$ cat config.mk
export PLATFORM = sky130hd
export DESIGN_NAME = mem_arbiter
export DESIGN_NICKNAME = d
export VERILOG_FILES = /design/src/rtl/mem_arbiter.sv
export SDC_FILE = /design/constraint.sdc
export NUM_CORES = 1
export LEC_CHECK = 0
export ABC_AREA = 1
export CORE_MARGIN = 5
export CORE_UTILIZATION = 42
export CTS_BUF_LIST = sky130_fd_sc_hd__clkbuf_8
export DETAILED_ROUTE_END_ITERATION = 8
export MAX_ROUTING_LAYER = met4
export PLACE_DENSITY_LB_ADDON = 0.12
export SETUP_SLACK_MARGIN = 0.02
export SYNTH_ARGS = -nofsm -noshare
export SYNTH_HDL_FRONTEND = slang
export SYNTH_SLANG_ARGS = --single-unit
$ cat constraint.sdc
create_clock -name clk -period 5.65 [get_ports clk]
set_input_delay 1.13 -clock clk [delete_from_list [all_inputs] [get_ports clk]]
set_output_delay 1.13 -clock clk [all_outputs]
set_load 0.05 [all_outputs]
$ cat src/rtl/mem_arbiter.sv
// mem_arbiter: shares the single SRAM-like bus port between fetch and load/store.
// Two-phase access (address then data), data-side priority, flush cancel/discard.
module mem_arbiter (
  input  logic        clk,
  input  logic        rst,
  input  logic        flush,
  input  logic        i_req,
  input  logic [31:0] i_addr,
  output logic [31:0] i_rdata,
  output logic        i_done,
  output logic        i_stall,
  input  logic        d_req,
  input  logic        d_wr,
  input  logic [3:0]  d_sel,
  input  logic [31:0] d_addr,
  input  logic [31:0] d_wdata,
  output logic [31:0] d_rdata,
  output logic        d_done,
  output logic        d_stall,
  output logic        bus_req,
  output logic        bus_wr,
  output logic [3:0]  bus_sel,
  output logic [31:0] bus_addr,
  output logic [31:0] bus_wdata,
  input  logic        bus_addr_ok,
  input  logic        bus_data_ok,
  input  logic [31:0] bus_rdata
);

  typedef enum logic [2:0] {
    IDLE,
    D_ADDR,
    D_DATA,
    I_ADDR,
    I_DATA
  } state_e;

  state_e      state_q, state_d;
  logic        discard_q, discard_d;
  logic        bus_wr_q, bus_wr_d;
  logic [3:0]  bus_sel_q, bus_sel_d;
  logic [31:0] bus_addr_q, bus_addr_d;
  logic [31:0] bus_wdata_q, bus_wdata_d;
  logic [31:0] i_rdata_q, i_rdata_d;
  logic [31:0] d_rdata_q, d_rdata_d;

  // Next-state, bus request and completion decode
  always_comb begin
    state_d     = state_q;
    discard_d   = discard_q;
    bus_wr_d    = bus_wr_q;
    bus_sel_d   = bus_sel_q;
    bus_addr_d  = bus_addr_q;
    bus_wdata_d = bus_wdata_q;
    bus_req     = 1'b0;
    i_done      = 1'b0;
    d_done      = 1'b0;
    unique case (state_q)
      IDLE: begin
        if (!flush) begin
          if (d_req) begin
            state_d     = D_ADDR;
            bus_wr_d    = d_wr;
            bus_sel_d   = d_sel;
            bus_addr_d  = d_addr;
            bus_wdata_d = d_wdata;
          end else if (i_req) begin
            state_d     = I_ADDR;
            bus_wr_d    = 1'b0;
            bus_sel_d   = 4'b0000;
            bus_addr_d  = i_addr;
            bus_wdata_d = 32'h0;
          end
        end
      end
      D_ADDR, I_ADDR: begin
        bus_req = 1'b1;
        if (bus_addr_ok) begin
          state_d   = (state_q == D_ADDR) ? D_DATA : I_DATA;
          discard_d = flush;
        end else if (flush) begin
          state_d = IDLE;
        end
      end
      D_DATA, I_DATA: begin
        if (bus_data_ok) begin
          state_d   = IDLE;
          discard_d = 1'b0;
          if (!discard_q && !flush) begin
            d_done = (state_q == D_DATA);
            i_done = (state_q == I_DATA);
          end
        end else begin
          discard_d = discard_q | flush;
        end
      end
      default: begin
        state_d   = IDLE;
        discard_d = 1'b0;
      end
    endcase
  end

  // Read data: live bus data in the done cycle, else the last completed word
  always_comb begin
    i_rdata_d = i_done ? bus_rdata : i_rdata_q;
    d_rdata_d = d_done ? bus_rdata : d_rdata_q;
  end

  assign i_rdata   = i_rdata_d;
  assign d_rdata   = d_rdata_d;
  assign i_stall   = i_req & ~i_done;
  assign d_stall   = d_req & ~d_done;
  assign bus_wr    = bus_wr_q;
  assign bus_sel   = bus_sel_q;
  assign bus_addr  = bus_addr_q;
  assign bus_wdata = bus_wdata_q;

  // State, discard flag, bus command and read-data hold registers
  always_ff @(posedge clk or posedge rst) begin
    if (rst) begin
      state_q     <= IDLE;
      discard_q   <= 1'b0;
      bus_wr_q    <= 1'b0;
      bus_sel_q   <= 4'b0000;
      bus_addr_q  <= 32'h0;
      bus_wdata_q <= 32'h0;
      i_rdata_q   <= 32'h0;
      d_rdata_q   <= 32'h0;
    end else begin
      state_q     <= state_d;
      discard_q   <= discard_d;
      bus_wr_q    <= bus_wr_d;
      bus_sel_q   <= bus_sel_d;
      bus_addr_q  <= bus_addr_d;
      bus_wdata_q <= bus_wdata_d;
      i_rdata_q   <= i_rdata_d;
      d_rdata_q   <= d_rdata_d;
    end
  end

endmodule

* Word-level counts from Yosys, hierarchy flattened
Index checks and enable logic that the tools add are counted.
** Word-level totals
- Register bits after elaboration :: 137
- Input port bits :: 140
- Logic and storage cells :: 62
** Operators by class
- Eq/ne operators :: 9
- Mux-type cells :: 28
- Bitwise gates (word level) :: 7
- Reduce and logical (&&, ||, !) cells :: 10
** Operators by type and width (count)
- 32-bit two-way mux :: 6
- 3-bit two-way mux :: 7
- 1-bit two-way mux :: 11
- 3-bit one-hot mux with 3 select lines :: 1
- 4-bit two-way mux :: 2
- 3-bit by 2-bit equality test with 1-bit output (second input constant) :: 2
- 2-bit != test (second input constant) :: 3
- 3-bit != test (second input constant) :: 2
- 1-bit NOT :: 4
- 4-bit AND reduction :: 1
- 2-bit OR reduction :: 2
- 3-bit by 1-bit equality test with 1-bit output (second input constant) :: 1
- 3-bit equality test (second input constant) :: 1
- 3-bit zero test :: 1
- 1-bit one-hot mux with 3 select lines :: 1
- 3-bit AND reduction :: 1
- 1-bit bitwise AND :: 2
- 1-bit zero test :: 2
- 2-bit AND reduction :: 1
- 2-bit nonzero test :: 1
- 1-bit logical AND :: 1
- 1-bit bitwise OR :: 1

* Depth between registers and ports, before layout
- Word-level depth :: 7
- Depth in mapped cells :: 9
- Gate-level depth less buffers :: 7

* Worst setup path before layout
Ideal clock, no wire load.
- Kind :: input-to-output
- Start point :: input port flush
- End point :: output port i_rdata[10]
- Arrival time :: 2.836 ns
- Required time :: 4.520 ns
- Path slack :: 1.684 ns
- Stages :: 5
- Path through :: or2_1 -> nor2_2 -> nand3_1 -> clkbuf_1 -> o21ai_0
** On the way
- Word-level cells in the longest chain between the ends :: 6
** RTL lines
- from (decl) :: line 6 : input logic flush,
- 1-bit zero test :: line 89 : if (!discard_q && !flush) begin
- 1-bit logical AND :: line 89
- 1-bit two-way mux :: line 89
- 1-bit two-way mux :: line 86 : if (bus_data_ok) begin
- 1-bit two-way mux :: line 58 : unique case (state_q)
- 32-bit two-way mux :: line 106 : i_rdata_d = i_done ? bus_rdata : i_rdata_q;
- to (decl) :: line 9 : output logic [31:0] i_rdata,
No other way between the ends.

* Final worst setup path
- Start point :: input port flush
- End point :: output port d_rdata[8]
** On the way
- Word-level cells in the longest chain between the ends :: 6
** RTL lines
- 1-bit zero test :: line 89
- 1-bit logical AND :: line 89
- 1-bit two-way mux :: line 89
- 1-bit two-way mux :: line 86
- 1-bit two-way mux :: line 58
- 32-bit two-way mux :: line 107 : d_rdata_d = d_done ? bus_rdata : d_rdata_q;
- to (decl) :: line 17 : output logic [31:0] d_rdata,
No other way between the ends.

==> impl_metrics.py <==
metrics = {
    "status": {
        "outcome": "complete, no violations",
    },
    "worst_setup_path": {
        "crit_path_start_kind": "input pin",
        "critPathKind": "input pin to output port",
        "reg2reg_from": "state_q[2]$_DFFE_PP0P_",
        "cp-end-kind": "output port",
        "reg2reg_slack_ps": 3360,
        "r2r_cells": 6,
        "cp.required_ps": 4520,
        "crit_arrival_ps": 3830,
        "critPathMaxFanout": 34,
        "r2r_end": "bus_addr[27]$_DFFE_PP0P_",
    },
    "sta": {
        "setup_tns_ps": 0,
        "slew_headroom_pct": 31.56,
        "worstMarginPinSlew_ps": 1027,
        "finalHoldViolCount": 0,
        "fmax_mhz": 201.5,
        "rsz0062_at_grt": "false",
        "slew_viol_final": 0,
        "min_period_over_period_pct": 87.83,
        "setup_viol": 0,
        "fin_crit_ps": 4962,
        "clock_skew_ps": 9.358,
        "layout_setup_ws_ps": 687.5,
    },
    "clocking": {
        "cts_sinks": 137,
        "clk_latency_ps": 450,
        "cts.hold.buffers_added": 0,
        "clk_pin_slew_worst_paths_ps": 70,
        "clockRootBuffer": "clkbuf_8",
        "cts_tree": "done",
        "cts_buffers": 17,
        "clk_path_buf_depth": 2,
        "htree_levels": 4,
        "cts_setup_buffers": 0,
        "cts_resized": 0,
    },
    "logic_synthesis": {
        "ys_types": 19,
        "synth.avg_cell_area_um2": 9.540,
        "postSynthCellCount": 597,
        "syn_nets": 737,
        "synth_seq_cells": 137,
        "yosysSeqAreaShare_pct": 60.19,
        "ys_warn_count": 0,
        "syn_area_um2": 5695,
    },
    "placement": {
        "pre_cts_ws_ps": 687.5,
        "gp_congestion": 0.8645,
        "dp_hpwl_mm": 12.56,
        "placed_area_um2": 8524,
        "io_buffers": 277,
    },
    "global_routing": {
        "gr-total-overflow": 0,
        "grt_pass1_vias": 5256,
        "grt_max_degree": 117,
        "antenna_found_initial": 0,
        "grt_pass1_wl_mm": 26.63,
        "grtUsageTotal_pct": 21.73,
    },
    "die": {
        "start_util_pct": 42.84,
        "dieArea_um2": 15990,
        "ios": 278,
        "rows": 42,
        "dieHeight_um": 126.5,
        "core_area_um2": 13300,
        "die_w_um": 126.5,
    },
    "detailed_routing": {
        "drt_wl_total_mm": 16.81,
        "vias_per_cell": 4.734,
        "routedWlPerCell_um": 15.99,
        "ant_nets": 0,
        "first_pass_iters": 4,
        "drtIter0Drc": 291,
        "vias": 4975,
        "drc": 0,
    },
    "cells_and_area": {
        "mostFrequentLayoutCell": "clkdlybuf4s50_1",
        "n_antenna_cell": 0,
        "num-nets-final": 1002,
        "area_delta_synth_final_pct": 56.92,
        "utilization_pct": 67.22,
        "finish.instance_area_um2": 8937,
        "final_cell_mix": "clkdlybuf4s50_1, nand2_1, dfrtp_1, o21ai_0, o21ai_1",
        "drive_gt1_share_pct": 7.771,
    },
    "hold_path": {
        "holdPathEnd": "bus_addr[9]$_DFFE_PP0P_",
        "worstHoldPathCells": 2,
        "min-delay-start": "bus_addr[9]$_DFFE_PP0P_",
        "hp-class": "flip-flop to flip-flop",
    },
    "power": {
        "p_per_area_nw_per_um2": 646.8,
        "p_leak_nw": 4.147,
        "power_mw": 5.781,
        "ir_drop_mv": 0.3537,
    },
    "flow_run": {
        "cap_violations": 0,
    },
}
power breakdown:
group	switching (mW)	internal [mW]	total [mW]
Sequential	0.207	1.41	1.62
Clock	0.370	0.455	0.825
Combinational	2.29	1.05	3.34
Total	2.87	2.91	5.78
synthesized netlist by cell type:
master / instances / area, um^2
o21ai_1: 47 / 235.2
buf_4: 1 / 7.510
buf_6: 7 / 78.83
nor2_2: 3 / 18.77
mux2i_1: 32 / 320.3
inv_1: 46 / 172.7
or2_1: 1 / 6.260
o21bai_1: 1 / 7.510
buf_2: 20 / 100.1
o21ai_0: 78 / 390.4
nand3_1: 8 / 40.04
o21ai_2: 10 / 87.58
clkbuf_1: 8 / 30.03
inv_2: 2 / 7.510
nand2_1: 177 / 664.4
nand2_2: 11 / 68.82
clkbuf_2: 1 / 5.000
dfrtp_1: 137 / 3428
nor2_1: 7 / 26.28
worst max path at each step:
| stage | depth (start not counted) | startpoint | endpoint | slack [ps] |
|---|---|---|---|---|
| finish | 7 | flush | d_rdata[8] | 690 |
| global route | 7 | flush | d_rdata[8] | 470 |
| CTS | 7 | flush | d_rdata[8] | 680 |
| detailed placement | 7 | flush | d_rdata[8] | 690 |
| global placement | 7 | flush | d_rdata[3] | 780 |
| floorplan | 1 | rst | bus_addr[0]$_DFFE_PP0P_ | 850 |
per-layer routing:
metal  global-route usage, %  vias up  wire length, um
met4                   10.03        0              539
met5                       -        -                0
met2                   35.80      200             8320
met1                   23.84     2292             6585
li1                        -     2449                -
met3                   7.314       34             1363
sequential cells by signal (all words and copies together), names as in the netlist:
name,count
state_q,3
bus_wdata,32
bus_wr,1
bus_addr,32
d_rdata_q,32
bus_sel,4
discard_q,1
i_rdata_q,32
area by class of cell:
type	count	area, um^2
fillers	1098	4358
well taps	176	220.2
clock buffers	19	261.5
flip-flops and latches	137	3428
inverters	48	185.2
clock inverters	13	151.4
multi-input cells	375	1878
repair buffers	283	2813
metrics by stage:
step / hold slack (ps) / std cells
floorplan: 517.3 / 597
global placement: 467.0 / 1019
detailed placement: 471.8 / 1019
CTS: 491.3 / 1051
global route: 510.6 / 1051
finish: 486.0 / 1051
cells by family after synthesis:
group / Yosys count / synth area share [%]
AO/OA/AOI/OAI: 136 / 12.65
multiplexers: 32 / 5.624
buffers and inverters: 85 / 7.052
AND/OR/NAND/NOR: 207 / 14.48
flip-flops: 137 / 60.19
worst max-delay path, cell delays in order:
cell and delay, ps:
clkdlybuf4s50_1 460, or2_1 240, nor2_2 140, nand2_2 380
buf_4 350, o21ai_0 260, clkdlybuf4s50_1 860
Note: power is estimated with default switching activity, not from simulation.
